[config.mk]
export PLATFORM = sky130hd
export DESIGN_NAME = bcd_addsub_serial_flat
export DESIGN_NICKNAME = d
export VERILOG_FILES = /design/src/rtl/bcd_addsub_serial_if.sv /design/src/rtl/bcd_addsub_serial.sv /design/src/flat_wrapper.sv
export SDC_FILE = /design/constraint.sdc
export NUM_CORES = 1
export LEC_CHECK = 0
export ABC_AREA = 1
export BUFFER_PORTS_ARGS = -buffer_cell sky130_fd_sc_hd__buf_2
export CAP_MARGIN = 20
export CORE_MARGIN = 2
export CORE_UTILIZATION = 57
export CTS_CLUSTER_SIZE = 40
export DETAILED_ROUTE_END_ITERATION = 8
export GPL_ROUTABILITY_DRIVEN = 0
export PLACE_DENSITY = 0.81
export SLEW_MARGIN = 20
export SYNTH_ARGS = -nofsm -noshare
export SYNTH_HDL_FRONTEND = slang
export SYNTH_SLANG_ARGS = --single-unit
export TNS_END_PERCENT = 10
[constraint.sdc]
create_clock -name Clk -period 3.84 [get_ports Clk]
set_input_delay 0.192 -clock Clk [delete_from_list [all_inputs] [get_ports Clk]]
set_output_delay 0.192 -clock Clk [all_outputs]
set_load 0.05 [all_outputs]
[src/rtl/bcd_addsub_serial_if.sv]
// Request/result bundle for the digit-serial BCD adder/subtractor.
// The master drives Start/Mode/A/B; the slave returns status and result.
interface bcd_addsub_serial_if #(
  parameter int DIGITS = 4
);
  logic                  Start;
  logic                  Mode;
  logic [4*DIGITS-1:0]   A;
  logic [4*DIGITS-1:0]   B;
  logic                  Busy;
  logic                  Done;
  logic [4*DIGITS-1:0]   Result;
  logic                  Carry_Out;
  logic                  Negative;
  logic                  Invalid;

  modport master (
    output Start, Mode, A, B,
    input  Busy, Done, Result, Carry_Out, Negative, Invalid
  );

  modport slave (
    input  Start, Mode, A, B,
    output Busy, Done, Result, Carry_Out, Negative, Invalid
  );
endinterface

[src/rtl/bcd_addsub_serial.sv]
// Digit-serial N-digit BCD adder/subtractor, sign-magnitude result via a recomplement pass.
// Optional non-BCD input detection is enabled by defining BCD_INVALID_DETECT_EN.
module bcd_addsub_serial #(
  parameter int DIGITS = 4
) (
  input logic               Clk,
  input logic               Reset,
  bcd_addsub_serial_if.slave bus
);
  localparam int W  = 4 * DIGITS;
  localparam int CW = $clog2(DIGITS + 1);
  localparam logic [CW-1:0] CNT_EVAL     = CW'(DIGITS);
  localparam logic [CW-1:0] CNT_FIX_LAST = CW'(DIGITS - 1);

  typedef enum logic [1:0] {IDLE, ADD, FIX, DONE} state_t;

  state_t         state_reg, state_next;
  logic [W-1:0]   a_sh_reg, a_sh_next;
  logic [W-1:0]   b_sh_reg, b_sh_next;
  logic [W-1:0]   sum_reg, sum_next;
  logic [CW-1:0]  cnt_reg, cnt_next;
  logic           carry_reg, carry_next;
  logic           mode_reg, mode_next;
  logic           err_reg, err_next;
  logic [W-1:0]   result_reg, result_next;
  logic           cout_reg, cout_next;
  logic           neg_reg, neg_next;
  logic           inv_reg, inv_next;

  logic [3:0]     add_x, add_y, add_digit;
  logic [4:0]     add_s;
  logic           add_carry;
  logic [W+3:0]   sum_shift;
  logic           digit_bad;

`ifdef BCD_INVALID_DETECT_EN
  assign digit_bad = (a_sh_reg[3:0] > 4'd9) || (b_sh_reg[3:0] > 4'd9);
`else
  assign digit_bad = 1'b0;
`endif

  // Shared single-digit BCD adder; FIX reuses it to ten's-complement the sum.
  always_comb begin
    add_x = a_sh_reg[3:0];
    add_y = mode_reg ? (4'd9 - b_sh_reg[3:0]) : b_sh_reg[3:0];
    if (state_reg == FIX) begin
      add_x = 4'd9 - sum_reg[3:0];
      add_y = 4'd0;
    end
    add_s = {1'b0, add_x} + {1'b0, add_y} + {4'd0, carry_reg};
    if (add_s > 5'd9) begin
      add_digit = 4'(add_s + 5'd6);
      add_carry = 1'b1;
    end else begin
      add_digit = add_s[3:0];
      add_carry = 1'b0;
    end
  end

  // New digit enters at the top so digit 0 ends up in bits [3:0].
  assign sum_shift = {add_digit, sum_reg};

  always_comb begin
    state_next  = state_reg;
    a_sh_next   = a_sh_reg;
    b_sh_next   = b_sh_reg;
    sum_next    = sum_reg;
    cnt_next    = cnt_reg;
    carry_next  = carry_reg;
    mode_next   = mode_reg;
    err_next    = err_reg;
    result_next = result_reg;
    cout_next   = cout_reg;
    neg_next    = neg_reg;
    inv_next    = inv_reg;

    case (state_reg)
      IDLE, DONE: begin
        if (bus.Start) begin
          a_sh_next  = bus.A;
          b_sh_next  = bus.B;
          mode_next  = bus.Mode;
          carry_next = bus.Mode;
          sum_next   = '0;
          cnt_next   = '0;
          err_next   = 1'b0;
          state_next = ADD;
        end else begin
          state_next = IDLE;
        end
      end
      ADD: begin
        if (cnt_reg != CNT_EVAL) begin
          a_sh_next  = a_sh_reg >> 4;
          b_sh_next  = b_sh_reg >> 4;
          sum_next   = sum_shift[W+3:4];
          carry_next = add_carry;
          err_next   = err_reg | digit_bad;
          cnt_next   = cnt_reg + 1'b1;
        end else if (mode_reg && !carry_reg && !err_reg) begin
          // No end-around carry: A < B, so recomplement the sum.
          carry_next = 1'b1;
          cnt_next   = '0;
          state_next = FIX;
        end else begin
          result_next = err_reg ? '0 : sum_reg;
          cout_next   = !mode_reg && !err_reg && carry_reg;
          neg_next    = 1'b0;
          inv_next    = err_reg;
          state_next  = DONE;
        end
      end
      FIX: begin
        sum_next   = sum_shift[W+3:4];
        carry_next = add_carry;
        cnt_next   = cnt_reg + 1'b1;
        if (cnt_reg == CNT_FIX_LAST) begin
          result_next = sum_shift[W+3:4];
          cout_next   = 1'b0;
          neg_next    = 1'b1;
          inv_next    = 1'b0;
          state_next  = DONE;
        end
      end
      default: state_next = IDLE;
    endcase
  end

  always_ff @(posedge Clk or posedge Reset) begin
    if (Reset) begin
      state_reg  <= IDLE;
      a_sh_reg   <= '0;
      b_sh_reg   <= '0;
      sum_reg    <= '0;
      cnt_reg    <= '0;
      carry_reg  <= 1'b0;
      mode_reg   <= 1'b0;
      err_reg    <= 1'b0;
      result_reg <= '0;
      cout_reg   <= 1'b0;
      neg_reg    <= 1'b0;
      inv_reg    <= 1'b0;
    end else begin
      state_reg  <= state_next;
      a_sh_reg   <= a_sh_next;
      b_sh_reg   <= b_sh_next;
      sum_reg    <= sum_next;
      cnt_reg    <= cnt_next;
      carry_reg  <= carry_next;
      mode_reg   <= mode_next;
      err_reg    <= err_next;
      result_reg <= result_next;
      cout_reg   <= cout_next;
      neg_reg    <= neg_next;
      inv_reg    <= inv_next;
    end
  end

  assign bus.Busy      = (state_reg == ADD) || (state_reg == FIX);
  assign bus.Done      = (state_reg == DONE);
  assign bus.Result    = result_reg;
  assign bus.Carry_Out = cout_reg;
  assign bus.Negative  = neg_reg;
  assign bus.Invalid   = inv_reg;
endmodule
[src/flat_wrapper.sv]
// flat-port wrapper written by rule: the top's interface ports become plain ports
module bcd_addsub_serial_flat 
#(
  parameter int DIGITS = 4
)
  (Clk, Reset, bus_Start, bus_Mode, bus_A, bus_B, bus_Busy, bus_Done, bus_Result, bus_Carry_Out, bus_Negative, bus_Invalid);
  bcd_addsub_serial_if #(.DIGITS(DIGITS)) bus_i ();
  input logic Clk;
  input logic Reset;
  input wire logic [$bits(bus_i.Start)-1:0] bus_Start;
  input wire logic [$bits(bus_i.Mode)-1:0] bus_Mode;
  input wire logic [$bits(bus_i.A)-1:0] bus_A;
  input wire logic [$bits(bus_i.B)-1:0] bus_B;
  output wire logic [$bits(bus_i.Busy)-1:0] bus_Busy;
  output wire logic [$bits(bus_i.Done)-1:0] bus_Done;
  output wire logic [$bits(bus_i.Result)-1:0] bus_Result;
  output wire logic [$bits(bus_i.Carry_Out)-1:0] bus_Carry_Out;
  output wire logic [$bits(bus_i.Negative)-1:0] bus_Negative;
  output wire logic [$bits(bus_i.Invalid)-1:0] bus_Invalid;
  assign bus_i.Start = bus_Start;
  assign bus_i.Mode = bus_Mode;
  assign bus_i.A = bus_A;
  assign bus_i.B = bus_B;
  assign bus_Busy = bus_i.Busy;
  assign bus_Done = bus_i.Done;
  assign bus_Result = bus_i.Result;
  assign bus_Carry_Out = bus_i.Carry_Out;
  assign bus_Negative = bus_i.Negative;
  assign bus_Invalid = bus_i.Invalid;
  bcd_addsub_serial #(.DIGITS(DIGITS)) u_core (.Clk(Clk), .Reset(Reset), .bus(bus_i));
endmodule
==> out/results.ini <==
[yosys]
ys_async_sr_fraction = 1.000
netlist_area_mm2 = 0.003746
syn_nets = 478
synthTopCellsByArea = dfrtp_1 (49%), nand2_1 (8.8%), o21ai_0 (6.7%)
yosysSeqAreaShare = 0.4876
synth_top_area_share = 0.4876
yosysWarnings = 0
syn-instance-count = 428
synth_cell_types = 36
avgSynthCellArea_um2 = 8.753
synth_edf_count = 0
synth-seq-cells = 73
synth_ff_type = dfrtp_1
synth_area_leader_cell = dfrtp_1

[timing]
fmax_ghz = 0.3566
timing.final.crit_period_ns = 2.804
worst_pin_slew_ns = 0.7866
finalSetupTns_ns = 0
final-max-slew-violation-count = 0
fin_crit_sh = 0.7303
skew_ns = 0.01158
slew_headroom = 0.4748
hold_viol_final = 0
setup_viol = 0
grt_setup_unrepaired = false

[worst_setup_path]
critPathLaunchType = register
critPathTopFamily = adder cells
crit_path_end_kind = register
cp_max_fo = 14
cp.arrival_ns = 3.04
worst_ep_required_time_ns = 4.08
timing_worst_setup_path_type = register to register
path_buf_inv = 3
cp_slowest_cell = fa_1
crit_path_cell_trace = inv_1 -> ha_1 -> a21oi_1 -> o21ai_0 -> fa_1 -> inv_1 -> fa_1 -> inv_1 -> nand2_1 -> nand3_1 -> nand3_1 -> nand3_1 -> nand2_1
cpPeakStageDelay_ns = 0.44

[detailed_routing]
drcViolationCount = 0
drtAntennaViolNets = 0
firstDrtPassIters = 4
vias = 3018
drt_iter0_markers = 147
drt_wl_total_um = 7482
drt-wirelength-per-cell_um = 13.38
vias_per_cell = 5.399

[clocking]
cts_resized = 0
cts_sinks = 73
path_clk_slew_ns = 0.08
tritoncts = done
postCtsSetupBuffers = 0
clock_latency_ns = 0.36
htreeDepth = 3
cts-root-buf = clkbuf_8
cts_buffers = 9
cts_buffer_depth = 2

[placed_design]
placed_area_mm2 = 0.004005
dp_cells = 542
post-dp-hpwl_um = 5378
io_buffers = 55

[layout]
drive_above_1_share = 0.1992
nets = 527
final_cell_area_mm2 = 0.004209
n_antenna_cell = 0
area_growth_pct = 12.36
fin_cells = 559

[die]
die_w_um = 85.07
start_util = 0.5900
io_pins = 57
core_mm2 = 0.006350
die_h_um = 85.07
rows = 29
die-area_mm2 = 0.007237

[status]
status = complete, no violations

[flow_run]
drv_cap = 0

[global_routing]
grt_max_degree = 51
grt_usage = 0.2298
grt.overflow.total = 0
grt_pass1_vias = 2921
grt_pass1_wl_um = 13140
antenna_found_initial = 0

[worst_hold_path]
hp-class = input port to register

==> layout by cell type, fill, tap and decap left out, types with 2 or more instances in the layout <==
master	count
fa_1	2
o211ai_1	21
o21a_1	3
inv_1	59
a21oi_1	12
o22ai_1	9
nand2_1	88
dfrtp_1	73
inv_2	3
o21ai_0	50
inv_6	2
nand3_1	21
nor2_1	19
xnor2_1	2
o21ai_1	3
ha_1	12
clkinv_2	3
a21oi_4	2
buf_2	55
a31oi_1	5
clkbuf_8	9
a22oi_1	2
buf_4	6
a31oi_2	7
==> per-layer routing <==
metal | GRT usage | vias to the layer above | part of all wire
met3 | 0.04864 | 12 | 0.054
met1 | 0.2977 | 1413 | 0.45
met4 | 0.1126 | 0 | 0.019
met5 | 0 | - | 0
li1 | - | 1507 | -
met2 | 0.3686 | 86 | 0.47
==> worst paths after layout <==
kind / start / end / slack (ns) / cells past startpoint
worst max register to register: u_core.state_reg[0] / u_core.bus.Result[13] / 1.04 / 13
max in group asynchronous: Reset / u_core.cnt_reg[0] / 2.39 / 4
worst min-delay path: bus_A[13] / u_core.a_sh_reg[13] / 0.07 / 3
worst max-delay path: u_core.state_reg[0] / u_core.bus.Result[13] / 1.04 / 13
worst min register to register: u_core.bus.Carry_Out / u_core.bus.Carry_Out / 0.48 / 2
min in group asynchronous: Reset / u_core.a_sh_reg[6] / 0.53 / 3
==> repair_timing <==
action | in CTS | in global routing
endpoints found under the setup margin | 0 | 0
hold endpoints to repair | 4 | 0
hold buffers | 1 | 0
==> worst reg2reg max path: cells and delay by family, from the launching register on <==
family | cells | cell delay (ns)
AND/OR/NAND/NOR | 5 | 0.52
AO/OA/AOI/OAI | 2 | 0.32
buffers and inverters | 3 | 0.28
flip-flops | 1 | 0.38
adder cells (fa/ha/maj) | 3 | 1.19
==> logic make-up after synthesis <==
group | synth area share
AO/OA/AOI/OAI | 0.2034
XOR/XNOR | 0.004677
adder cells (fa/ha/maj) | 0.05077
buffers and inverters | 0.1082
flip-flops | 0.4876
other | 0.001001
AND/OR/NAND/NOR | 0.1443
==> Yosys cell counts, types with 2 or more instances <==
master,number
a21oi_1,12
a21oi_4,2
a22oi_1,2
a31oi_1,5
a31oi_2,7
buf_2,4
buf_4,5
buf_6,4
clkbuf_1,8
clkbuf_2,2
dfrtp_1,73
fa_1,2
ha_1,12
inv_1,60
inv_2,2
nand2_1,88
nand3_1,21
nor2_1,19
o211ai_1,21
o21a_1,3
o21ai_0,50
o21ai_1,3
o22ai_1,9
xnor2_1,2
==> stage by stage <==
stage	hold slack [ns]	utilization	setup WS (ns)
after floorplan	0.3421	-	1.148
after global placement	0.3885	0.6307	1.173
after detailed placement	0.3888	0.6307	1.091
after CTS	0.06192	0.6629	1.062
after global routing	0.08878	0.6629	0.7870
final	0.06912	0.6629	1.036
==> layout make-up <==
cell class                 count  area, µm²
tap                           77      96.34
fill                         530       2141
timing repair buffer          62      330.3
clock inverter                 7      70.07
clock buffer                   9      123.9
multi-input combinational    267       1514
inverter                      64      247.7
sequential                    73       1827
Power is left out: the tool's default activity adds up to more than one toggle a clock period on the data nets, which glitch-free logic cannot reach.
